===== src/rtl/psum_mem_arbiter.sv =====
// Arbiter for the partial-sum accumulator memory: the loop controller always wins each port and
// the host fills idle slots. An owner pipeline routes read data back to whoever issued the read.
module psum_mem_arbiter #(
    parameter int LOG2_OF_MEM_HEIGHT = 20,
    parameter int DATA_WIDTH         = 32,
    parameter int READ_LATENCY       = 1,
    parameter int STARVE_LIMIT       = 8
) (
    input  logic                          clk,
    input  logic                          arst_in,
    input  logic                          running,
    input  logic                          ctrl_we,
    input  logic [LOG2_OF_MEM_HEIGHT-1:0] ctrl_write_addr,
    input  logic [DATA_WIDTH-1:0]         ctrl_wdata,
    input  logic                          ctrl_re,
    input  logic [LOG2_OF_MEM_HEIGHT-1:0] ctrl_read_addr,
    output logic [DATA_WIDTH-1:0]         ctrl_rdata,
    output logic                          ctrl_rvalid,
    input  logic                          host_req,
    input  logic                          host_we,
    input  logic [LOG2_OF_MEM_HEIGHT-1:0] host_addr,
    input  logic [DATA_WIDTH-1:0]         host_wdata,
    output logic                          host_gnt,
    output logic [DATA_WIDTH-1:0]         host_rdata,
    output logic                          host_rvalid,
    output logic                          host_starved,
    input  logic                          host_starved_clr,
    output logic                          mem_we,
    output logic [LOG2_OF_MEM_HEIGHT-1:0] mem_write_addr,
    output logic [DATA_WIDTH-1:0]         mem_wdata,
    output logic                          mem_re,
    output logic [LOG2_OF_MEM_HEIGHT-1:0] mem_read_addr,
    input  logic [DATA_WIDTH-1:0]         mem_rdata
);

    localparam logic [16:0] STARVE_THRESH = 17'(STARVE_LIMIT);

    logic                    host_wr_gnt;
    logic                    host_rd_gnt;
    logic                    host_waiting;
    logic                    starve_hit;
    logic [15:0]             wait_cnt;
    logic [READ_LATENCY-1:0] pipe_valid;
    logic [READ_LATENCY-1:0] pipe_host;

    // Write port: the controller owns it whenever it writes; host writes are locked out while running.
    always_comb begin
        mem_we         = 1'b0;
        mem_write_addr = '0;
        mem_wdata      = '0;
        host_wr_gnt    = 1'b0;
        if (ctrl_we) begin
            mem_we         = 1'b1;
            mem_write_addr = ctrl_write_addr;
            mem_wdata      = ctrl_wdata;
        end else if (host_req && host_we && !running) begin
            mem_we         = 1'b1;
            mem_write_addr = host_addr;
            mem_wdata      = host_wdata;
            host_wr_gnt    = 1'b1;
        end
    end

    always_comb begin
        mem_re        = 1'b0;
        mem_read_addr = '0;
        host_rd_gnt   = 1'b0;
        if (ctrl_re) begin
            mem_re        = 1'b1;
            mem_read_addr = ctrl_read_addr;
        end else if (host_req && !host_we) begin
            mem_re        = 1'b1;
            mem_read_addr = host_addr;
            host_rd_gnt   = 1'b1;
        end
    end

    assign host_gnt = host_wr_gnt | host_rd_gnt;

    // Owner pipeline tracks who issued each read, one stage per memory latency cycle.
    always_ff @(posedge clk or posedge arst_in) begin
        if (arst_in) begin
            pipe_valid <= '0;
            pipe_host  <= '0;
        end else begin
            pipe_valid[0] <= mem_re;
            pipe_host[0]  <= host_rd_gnt;
            for (int i = 1; i < READ_LATENCY; i++) begin
                pipe_valid[i] <= pipe_valid[i-1];
                pipe_host[i]  <= pipe_host[i-1];
            end
        end
    end

    assign ctrl_rvalid = pipe_valid[READ_LATENCY-1] & ~pipe_host[READ_LATENCY-1];
    assign host_rvalid = pipe_valid[READ_LATENCY-1] &  pipe_host[READ_LATENCY-1];
    assign ctrl_rdata  = mem_rdata;
    assign host_rdata  = mem_rdata;

    // The wait count includes the current ungranted cycle, so the flag is visible
    // STARVE_LIMIT cycles after the first one the host had to wait.
    assign host_waiting = host_req && !host_gnt;
    assign starve_hit   = host_waiting && (({1'b0, wait_cnt} + 17'd1) >= STARVE_THRESH);

    always_ff @(posedge clk or posedge arst_in) begin
        if (arst_in) begin
            wait_cnt <= '0;
        end else if (!host_waiting) begin
            wait_cnt <= '0;
        end else if (wait_cnt != 16'hFFFF) begin
            wait_cnt <= wait_cnt + 16'd1;
        end
    end

    always_ff @(posedge clk or posedge arst_in) begin
        if (arst_in) begin
            host_starved <= 1'b0;
        end else if (starve_hit) begin
            host_starved <= 1'b1;
        end else if (host_starved_clr) begin
            host_starved <= 1'b0;
        end
    end

endmodule


===== config.mk =====
export PLATFORM = sky130hd
export DESIGN_NAME = psum_mem_arbiter
export DESIGN_NICKNAME = d
export VERILOG_FILES = /design/src/rtl/psum_mem_arbiter.sv
export SDC_FILE = /design/constraint.sdc
export NUM_CORES = 1
export LEC_CHECK = 0
export ABC_CLOCK_PERIOD_IN_PS = 4700
export CAP_MARGIN = 20
export CORE_AREA = 4 4 118 120
export DETAILED_ROUTE_END_ITERATION = 10
export DIE_AREA = 0 0 122 124
export SYNTH_ARGS = -nofsm -noshare
export SYNTH_HDL_FRONTEND = slang
export SYNTH_SLANG_ARGS = --single-unit

===== constraint.sdc =====
create_clock -name clk -period 4.7 [get_ports clk]
set_input_delay 1.41 -clock clk [delete_from_list [all_inputs] [get_ports clk]]
set_output_delay 1.41 -clock clk [all_outputs]
set_load 0.05 [all_outputs]

==> impl_results.md, run 1 <==
* # IOs at roughly 300
* HP Class: reg2reg
* Final Worst Setup Slack at 0.100 ns
* Power Density at about 180 nW/um^2
* Post-synth EDFFs at 0
* # fillers at 1265
* Sequential area share after synthesis at 19.6%
* Clk slew on worst S/H paths at around 0.05 ns
* Final Hold Vio Count at 0
* Cell count after placement at a little under 600
* Hold Buf Count CTS at 0
* Worst-margin pin slew at between 0.7 and 0.8 ns
* ANT cells at 0
* Warnings, synthesis at 0
* # Post-CTS Setup Buffers at 0
* Max clock buf depth at 2
* First-pass GRT wire length at between 15000 and 20000 microns
* Critical path, cell by cell: clkdlybuf4s50_1, nand3b_1, nor2_4, buf_12, a22o_1, buf_12
* TritonCTS clock tree: done
* Final GP Congestion at 0.808
* Site Rows at 42
* P_leak at 2.04 nW
* Setup slack after placement at approximately 0.12 ns
* Achievable Freq at 0.217 GHz
* Port Buffer Count at about 210
* Final Cell Area at 5050 sq um
* Routed len/inst at 22.4 microns
* Main synth FF type: dfrtp_1
* Crit-path leading delay family: buffers and inverters
* Yosys reg bits at 19
* Setup TNS Final at 0 ns
* Met3 Usage GRT at 7.77%
* Sequential cell area at roughly 480 sq um
* Initial core utilization at a little under a fifth
* H-tree Lvls at 1
* CTS Buf Count at 3
* Starting DRT DRC Count at 130
* Number of global-route vias before repair at roughly 2900
* DRC Markers at 0
* Width of the die at 122 microns
* Worst EP arrival at 3.19 ns
* Peak VDD IR at approximately 79 uV
* Nets at ~580
* Buffers & Inverters on Critical Path at 3
* Met2 Track Usage GR at a little under a quarter
* Slew Viols, Final at 0
* Fraction of final layout cells with drive strength greater than 1 at around 25%
* Crit path required time at about 3.3 ns
* Async S/R FF share, synth at between 90% and 100%
* CP Launch Type: primary input
* Die area at around 15000 sq um
* Clock Skew at 0.00325 ns
* Layout area overhead at 108%
* Grt ovf at 0
* Vias per cell at 4.63
* Fin util at 38.9%
* Setup crit end kind: output port
* Top Usage Layer GRT: met2
* Synth Cell Area at ~2400 sq um
* Initial antenna violation count at 3
* Post-route ant nets at 0
* Status: completed
* Post_cts resized at 0
* Core area at 13000 sq um
* Synth Area per Inst at between 8 and 9 sq um
* Syn Nets at roughly 440
* Yosys cell types at between 40 and 50
* Max_slew headroom at 46.6%
* Crit Path Max Fanout at 47
* Grt met1 use at between 20 and 25%
* Clk sinks at 19
* Total of max-cap violations at 0
* Area after DPL at 4970 sq um
* Final WL at between 10000 and 15000 microns
* Final period util at between 90% and 100%
* DIE HEIGHT at 124 microns
* Post-Syn Instances at approximately 280
* Max stage delay cell, worst path: clkdlybuf4s50_1
* Routed vias at about 2700
* Most frequent cells in the layout: 133 x clkdlybuf4s50_1, 78 x buf_12, 73 x a22o_1
* Total track usage at around 16%
* Final setup viols at 0
* Clock root buffer: clkbuf_16
* Kind of critical path: in2out
* Tmin final at 4.60 ns
* Commonest non-fill, non-tap cell in the layout: clkdlybuf4s50_1
* DP Wirelength at between 10000 and 15000 microns
* Critical Path Max Stage Delay at approximately 0.5 ns
* Latest clock arrival within the worst-skew pair at ~0.25 ns
* Non-filler instance count after layout at just under 600
* Multi-input gate area at about 1400 sq um
* Crit path top cell by count: buf_12
* RSZ-0062 raised after global routing: no
* Detailed Routing Iterations Pass 1 at 4
* Pin count of the biggest net entering global routing at between 50 and 60
-- worst reg2reg max path, cell delays in order, from the launching register on --
cell and delay (ns):
dfrtp_1 0.43, ha_1 0.28, nand3_1 0.27, nor2_2 0.26, nand4_2 0.48, xnor2_1 0.33
nor2_1 0.07
-- registers in the layout, indices dropped and copies added, names as in the netlist --
register / cells
wait_cnt: 16
host_starved: 1
pipe_host: 1
pipe_valid: 1
-- synth_stat cells (2+ instances only) --
cell | n | area share (%)
a22o_1 | 73 | 26
buf_4 | 67 | 21
dfrtp_1 | 19 | 20
clkbuf_1 | 14 | 2.2
a21oi_2 | 10 | 3.6
nor2_1 | 10 | 1.5
nand3_1 | 8 | 1.7
xnor2_1 | 8 | 2.9
nand2_1 | 6 | 0.93
nor3_1 | 5 | 1.0
buf_2 | 4 | 0.83
nand2b_1 | 4 | 1.0
xor2_1 | 4 | 1.4
a21oi_1 | 3 | 0.62
and3_1 | 3 | 0.77
and4_1 | 3 | 1.1
inv_1 | 3 | 0.46
mux2i_1 | 3 | 1.2
nor2_2 | 3 | 0.77
a31oi_1 | 2 | 0.52
nand4_1 | 2 | 0.52
nor3_4 | 2 | 1.3
nor3b_1 | 2 | 0.62
o21ai_0 | 2 | 0.41
-- cell families (layout without fill, tap and decap cells) --
group                    Yosys count  count (layout)  share of synthesized area [%]
multiplexers                       3               3                           1.24
AO/OA/AOI/OAI                     98              98                           34.3
adder cells (fa/ha/maj)            1               1                          0.516
XOR/XNOR                          12              12                           4.34
flip-flops                        19              19                           19.6
buffers and inverters             89             220                           24.7
AND/OR/NAND/NOR                   57              57                           15.3
-- stage by stage --
step | hold WS, ns | total power [mW]
2_1_floorplan | 0.550 | 0.540
3_3_place_gp | 0.575 | 0.737
3_5_place_dp | 0.577 | 0.738
4_1_cts | 0.590 | 0.915
5_1_grt | 0.611 | 0.932
6_report | 0.584 | 0.903
-- worst paths after layout --
path,from,endpoint,slack (ns),depth (start not counted)
setup / recovery,host_req,mem_write_addr[4],0.10,6
hold / removal,host_starved$_DFFE_PP0P_,host_starved$_DFFE_PP0P_,0.58,2
setup reg to reg,wait_cnt[0]$_DFFE_PP0P_,wait_cnt[0]$_DFFE_PP0P_,2.44,6
hold reg to reg,host_starved$_DFFE_PP0P_,host_starved$_DFFE_PP0P_,0.58,2
max in group asynchronous,arst_in,wait_cnt[10]$_DFFE_PP0P_,2.63,2
min in group asynchronous,arst_in,wait_cnt[8]$_DFFE_PP0P_,1.59,2
-- per-layer routing --
metal / up-vias / share of wire (%)
met5: - / 0.21
met4: 6 / 1.7
met3: 20 / 12
met2: 188 / 44
met1: 1257 / 42
li1: 1245 / -
-- report_power, final --
part	leakage (nW)	internal [mW]	switching, mW
Clock	0.0409	0.114	0.0585
Combinational	1.74	0.290	0.271
Sequential	0.260	0.167	0.00328
-- cell type report --
class                      count  area share, %
clock buffer                   3           1.49
clock inverter                 1         0.0992
inverter                       3          0.223
multi-input combinational    171           26.8
sequential                    19           9.42
tap                          176           4.36
timing repair buffer         213           57.6
Note: power is estimated with default switching activity, not from simulation.
==> inputs of run 2 (changes only) <==
Settings changed: ABC_CLOCK_PERIOD_IN_PS 4700 to unset.
==> results of run 2 <==
The final DEF is identical to that of run 1; final timing and power are the same.
==> RTL edit 1: new RTL, settings of run 1 <==
The parameter `DATA_WIDTH` goes from 32 to 36.
--- a/src/rtl/psum_mem_arbiter.sv
+++ b/src/rtl/psum_mem_arbiter.sv
@@ -2,7 +2,7 @@
 // the host fills idle slots. An owner pipeline routes read data back to whoever issued the read.
 module psum_mem_arbiter #(
     parameter int LOG2_OF_MEM_HEIGHT = 20,
-    parameter int DATA_WIDTH         = 32,
+    parameter int DATA_WIDTH         = 36,
     parameter int READ_LATENCY       = 1,
     parameter int STARVE_LIMIT       = 8
 ) (
Interface: changed (6 resized); port bits go from 306 to 330. No check against the original RTL was run, so the function may have changed too.
==> RTL edit 1 against run 1 <==
  * Routed wire length up 6.1%
  * Critical path type unchanged
  * Design area up 1.6%
  * Setup slack better by 72 ps
  * Power up 3.5%
  * Largest cell class unchanged
  * First-iteration DRC count up 18%
  * Area after synthesis down 0.93%
  * Critical path depth unchanged
  * Sequential cell count unchanged
  * Register-to-register slack better by 40 ps
==> RTL edit 1: results (changes against run 1) <==
- Largest net degree at the start of global routing: 56 (+3.7%)
- Starting DRT DRC Count: 153 (+18%)
- Critical path arrival: 3120 ps (-70 ps)
- Hold Path Cell Cnt: 1 (-1)
- VDD IR max: 0.0786 mV (-0.83%)
- WL/cell: 23.2 um (+3.7%)
- Fraction of layout cells with a size suffix above 1: 22.6% (-2.7 points)
- Status: finished, final reports clean
- Placement Cell Area: 0.00505 mm2 (+1.6%)
- XOR/XNOR Fraction of Synth Area: 3.65% (-0.69 points)
- Synth Area in Adders: 0.521% (+0.0048 points)
- GPL Wtd Cong: 0.842 (+4.3%)
- DP Worst Slack: 155 ps (+30.6 ps)
- Nets@finish: 602 (+4.5%)
- Syn Nets: 464 (+4.5%)
- Critical path peak fanout: 55 (+17%)
- WHS: 574 ps (-10.3 ps)
- Critical Path End: mem_wdata[12]
- All-Layer GR Usage: 16.8% (+1.0 points)
- Antenna violations before repair: 1 (-2)
- Switching share of power: 37.6% (+0.76 points)
- Seq/Total Area, Yosys: 19.8% (+0.18 points)
- R2r endpoint: host_starved
- Fin Clk Skew: 2.06 ps (-1.19 ps)
- Global-route wire length before repair: 18,500 um (+4.0%)
- Avg Cell Area, Syn: 8.37 um2 (-3.7%)
- Hold Path Sink: wait_cnt[10]
- Crit share post-route: 96.3% (-1.5 points)
- Power share of the combinational group: 63.2% (+1.1 points)
- Worst reg2reg setup slack: 2480 ps (+40 ps)
- Slew at the pin closest to its max-slew limit: 760 ps (-38.8 ps)
- Post-synthesis cell type count: 42 (-2.3%)
- DP Wirelength: 12,200 um (+5.2%)
- Port bufs: 221 (+5.7%)
- Clock power share: 18.7% (-0.4 points)
RTL edit 1: cell types whose count changed after synthesis, moves of 3 or more:
cell	before	now
nand3_1	8	4
nor2_2	3	0
a22o_1	73	76
buf_4	67	72
nor4_1	0	4
a21oi_2	10	0
a21oi_1	3	10
clkbuf_1	14	18
RTL edit 1: routing by layer:
layer / global-route usage, % / up-vias / wire, um
met1: 22.6 / 1304 / 5860
met3: 9.40 / 22 / 2030
met4: 4.83 / 2 / 314
met2: 22.9 / 225 / 5720
met5: 0 / - / 18
li1: - / 1288 / -
RTL edit 1: layout make-up:
class	count	area share, %
clock buffers	3	1.46
repair buffers	228	59.5
well taps	176	4.29
inverters	3	0.220
multi-input cells	170	25.2
clock inverters	1	0.0976
flip-flops and latches	19	9.27
RTL edit 1: worst max-delay path: stages:
cell and delay [ps]:
clkdlybuf4s50_1 580, nand3b_1 180, nor2_4 150, buf_12 250
a22o_1 330, buf_12 180
==> RTL edit 2: new RTL, settings of run 1 <==
Made on the original files. Reset style: synchronous (`arst_in`), changed in 3 clocked blocks.
--- a/src/rtl/psum_mem_arbiter.sv
+++ b/src/rtl/psum_mem_arbiter.sv
@@ -78,7 +78,7 @@
     assign host_gnt = host_wr_gnt | host_rd_gnt;
 
     // Owner pipeline tracks who issued each read, one stage per memory latency cycle.
-    always_ff @(posedge clk or posedge arst_in) begin
+    always_ff @(posedge clk) begin
         if (arst_in) begin
             pipe_valid <= '0;
             pipe_host  <= '0;
@@ -102,7 +102,7 @@
     assign host_waiting = host_req && !host_gnt;
     assign starve_hit   = host_waiting && (({1'b0, wait_cnt} + 17'd1) >= STARVE_THRESH);
 
-    always_ff @(posedge clk or posedge arst_in) begin
+    always_ff @(posedge clk) begin
         if (arst_in) begin
             wait_cnt <= '0;
         end else if (!host_waiting) begin
@@ -112,7 +112,7 @@
         end
     end
 
-    always_ff @(posedge clk or posedge arst_in) begin
+    always_ff @(posedge clk) begin
         if (arst_in) begin
             host_starved <= 1'b0;
         end else if (starve_hit) begin
Behaviour: differs if arst_in is asserted again (counterexample within 4 cycles, from zero or initial values and one cycle with arst_in high); with arst_in held inactive, the same outputs for 10 cycles.
==> RTL edit 2 against run 1 <==
  * Routed wire length down 8.4%
  * Sequential cell count unchanged
  * Count of clock-buffer cells in the layout up 1
  * Setup slack better by 170 ps
  * Design area down 2.4%
  * Area after synthesis down 4.0%
  * Power down 2.2%
  * Critical path type unchanged
  * Non-clock buffer count up 1
==> RTL edit 2: results (changes against run 1) <==
- Status: finished, final reports clean
- Seq/Total Area, Yosys: 16.4% (-3.3 points)
- Number of flip-flops in the largest register: 16 (unchanged)
- Nets@finish: 578 (+0.35%)
- Port bufs: 209 (unchanged)
- Post-synth ARST share: 0% (-100 points)
- Routed Antenna Nets: 0 (unchanged)
- Setup Fix Bufs, Post-CTS: 0 (unchanged)
- Worst reg2reg setup slack: 2560 ps (+120 ps)
- Via Count: 2,609 (-3.9%)
- FF-to-FF path depth: 6 (unchanged)
- Predominant post-synthesis flop cell: dfxtp_1
- DP Worst Slack: 265 ps (+140 ps)
- Fill cells: 1,312 (+3.7%)
- VDD IR max: 0.0610 mV (-23%)
- Post-synth top cells: a22o_1, buf_4, dfxtp_1
- Crit. Startpoint: host_req
- Htree depth: 1 (unchanged)
- Setup tns final: 0 ps (unchanged)
- Critical path peak fanout: 16 (-66%)
- Cts repair resizes: 0 (unchanged)
- Slew at the pin closest to its max-slew limit: 636 ps (-163 ps)
- Clock transition at path regs: 50 ps (about the same)
- Critical path arrival: 3020 ps (-170 ps)
- Global-route wire length before repair: 16,800 um (-5.3%)
- Post-synthesis cell type count: 48 (+12%)
- Dominant cells by area after synthesis: a22o_1, buf_4, dfxtp_1, xnor2_1, nor4_4
- Root Buffer: clkbuf_16
- DP Wirelength: 10,600 um (-8.5%)
- Starting DRT DRC Count: 97 (-25%)
- WL/cell: 20.5 um (-8.6%)
- CTS hold repair buffers: 0 (unchanged)
- Largest net degree at the start of global routing: 37 (-31%)
- Antenna violations before repair: 1 (-2)
- All-Layer GR Usage: 14.6% (-1.2 points)
- Clk Latency, worst-skew pair: 250 ps (about the same)
- R2R Path Start: wait_cnt[0]
- # diodes: 0 (unchanged)
- FMAX: 226 MHz (+3.8%)
- Fin Clk Skew: 0.729 ps (-2.52 ps)
- R2r endpoint: wait_cnt[0]
- DR vias/cell: 4.44 (-4.1%)
- CTS Buffer Depth: 2 (unchanged)
- Static Leakage: 1.90 nW (-7.1%)
- Cts bufs inserted: 3 (unchanged)
- Synth warn: 0 (unchanged)
- GPL Wtd Cong: 0.875 (+8.3%)
- Critical Path End: mem_write_addr[3]
- Most flops, register: wait_cnt
- Placement Cell Area: 0.00485 mm2 (-2.4%)
- Fraction of layout cells with a size suffix above 1: 25.1% (-0.31 points)
- Initial DRT Pass Iterations: 4 (unchanged)
- Syn Nets: 445 (+0.23%)
- Avg Cell Area, Syn: 8.34 um2 (-4.0%)
- Vias in the first global route: 2,756 (-4.5%)
- Hold Path Class: register to register
## RTL edit 2: how the worst min path moves through the flow
stage / startpoint / endpoint / slack (ps) / cells past startpoint
after floorplan: wait_cnt[2] / wait_cnt[2] / 530 / 1
after global placement: host_starved / host_starved / 500 / 2
after detailed placement: host_starved / host_starved / 500 / 2
after CTS: host_starved / host_starved / 520 / 2
after global routing: host_starved / host_starved / 560 / 2
final: host_starved / host_starved / 520 / 2
## RTL edit 2: metal layers
metal	wire, um	vias to the layer above	track usage, %
met5	13	-	0
met4	127	2	2.52
met3	1080	15	5.72
met2	6140	151	25.7
met1	4660	1198	17.2
li1	-	1243	-
## RTL edit 2: area by class of cell
class / instances / area (um2) / area share (%)
Multi-Input combinational cell: 173 / 1370 / 27.8
Sequential cell: 19 / 380 / 7.72
Inverter: 1 / 3.75 / 0.0762
Tap cell: 176 / 220 / 4.47
Timing Repair Buffer: 214 / 2880 / 58.4
Clock buffer: 4 / 78.8 / 1.60
## RTL edit 2: report_power, final
group	switching, W	internal [W]	total [W]
clock	0.0000590	0.000115	0.000174
sequential	0.00000202	0.000163	0.000165
combinational	0.000259	0.000285	0.000544
## RTL edit 2: logic make-up after synthesis
family	share of synthesized area, %
compound gates	34.8
buf+inv	25.3
simple gates	17.2
flops	16.4
xor+xnor	4.90
fa+ha+maj	1.08
mux	0.430
## RTL edit 2: per-stage QoR
step,utilization [%],hold WS (ps)
final,38.0,524
after global routing,38.0,563
after CTS,38.0,516
after detailed placement,37.3,503
after global placement,37.3,501
after floorplan,-,526
## RTL edit 2: critical path, stage by stage
cell and delay, ps:
clkdlybuf4s50_1 540, nand3b_1 180, nor2_4 170, buf_4 250
a22o_1 280, buf_12 170
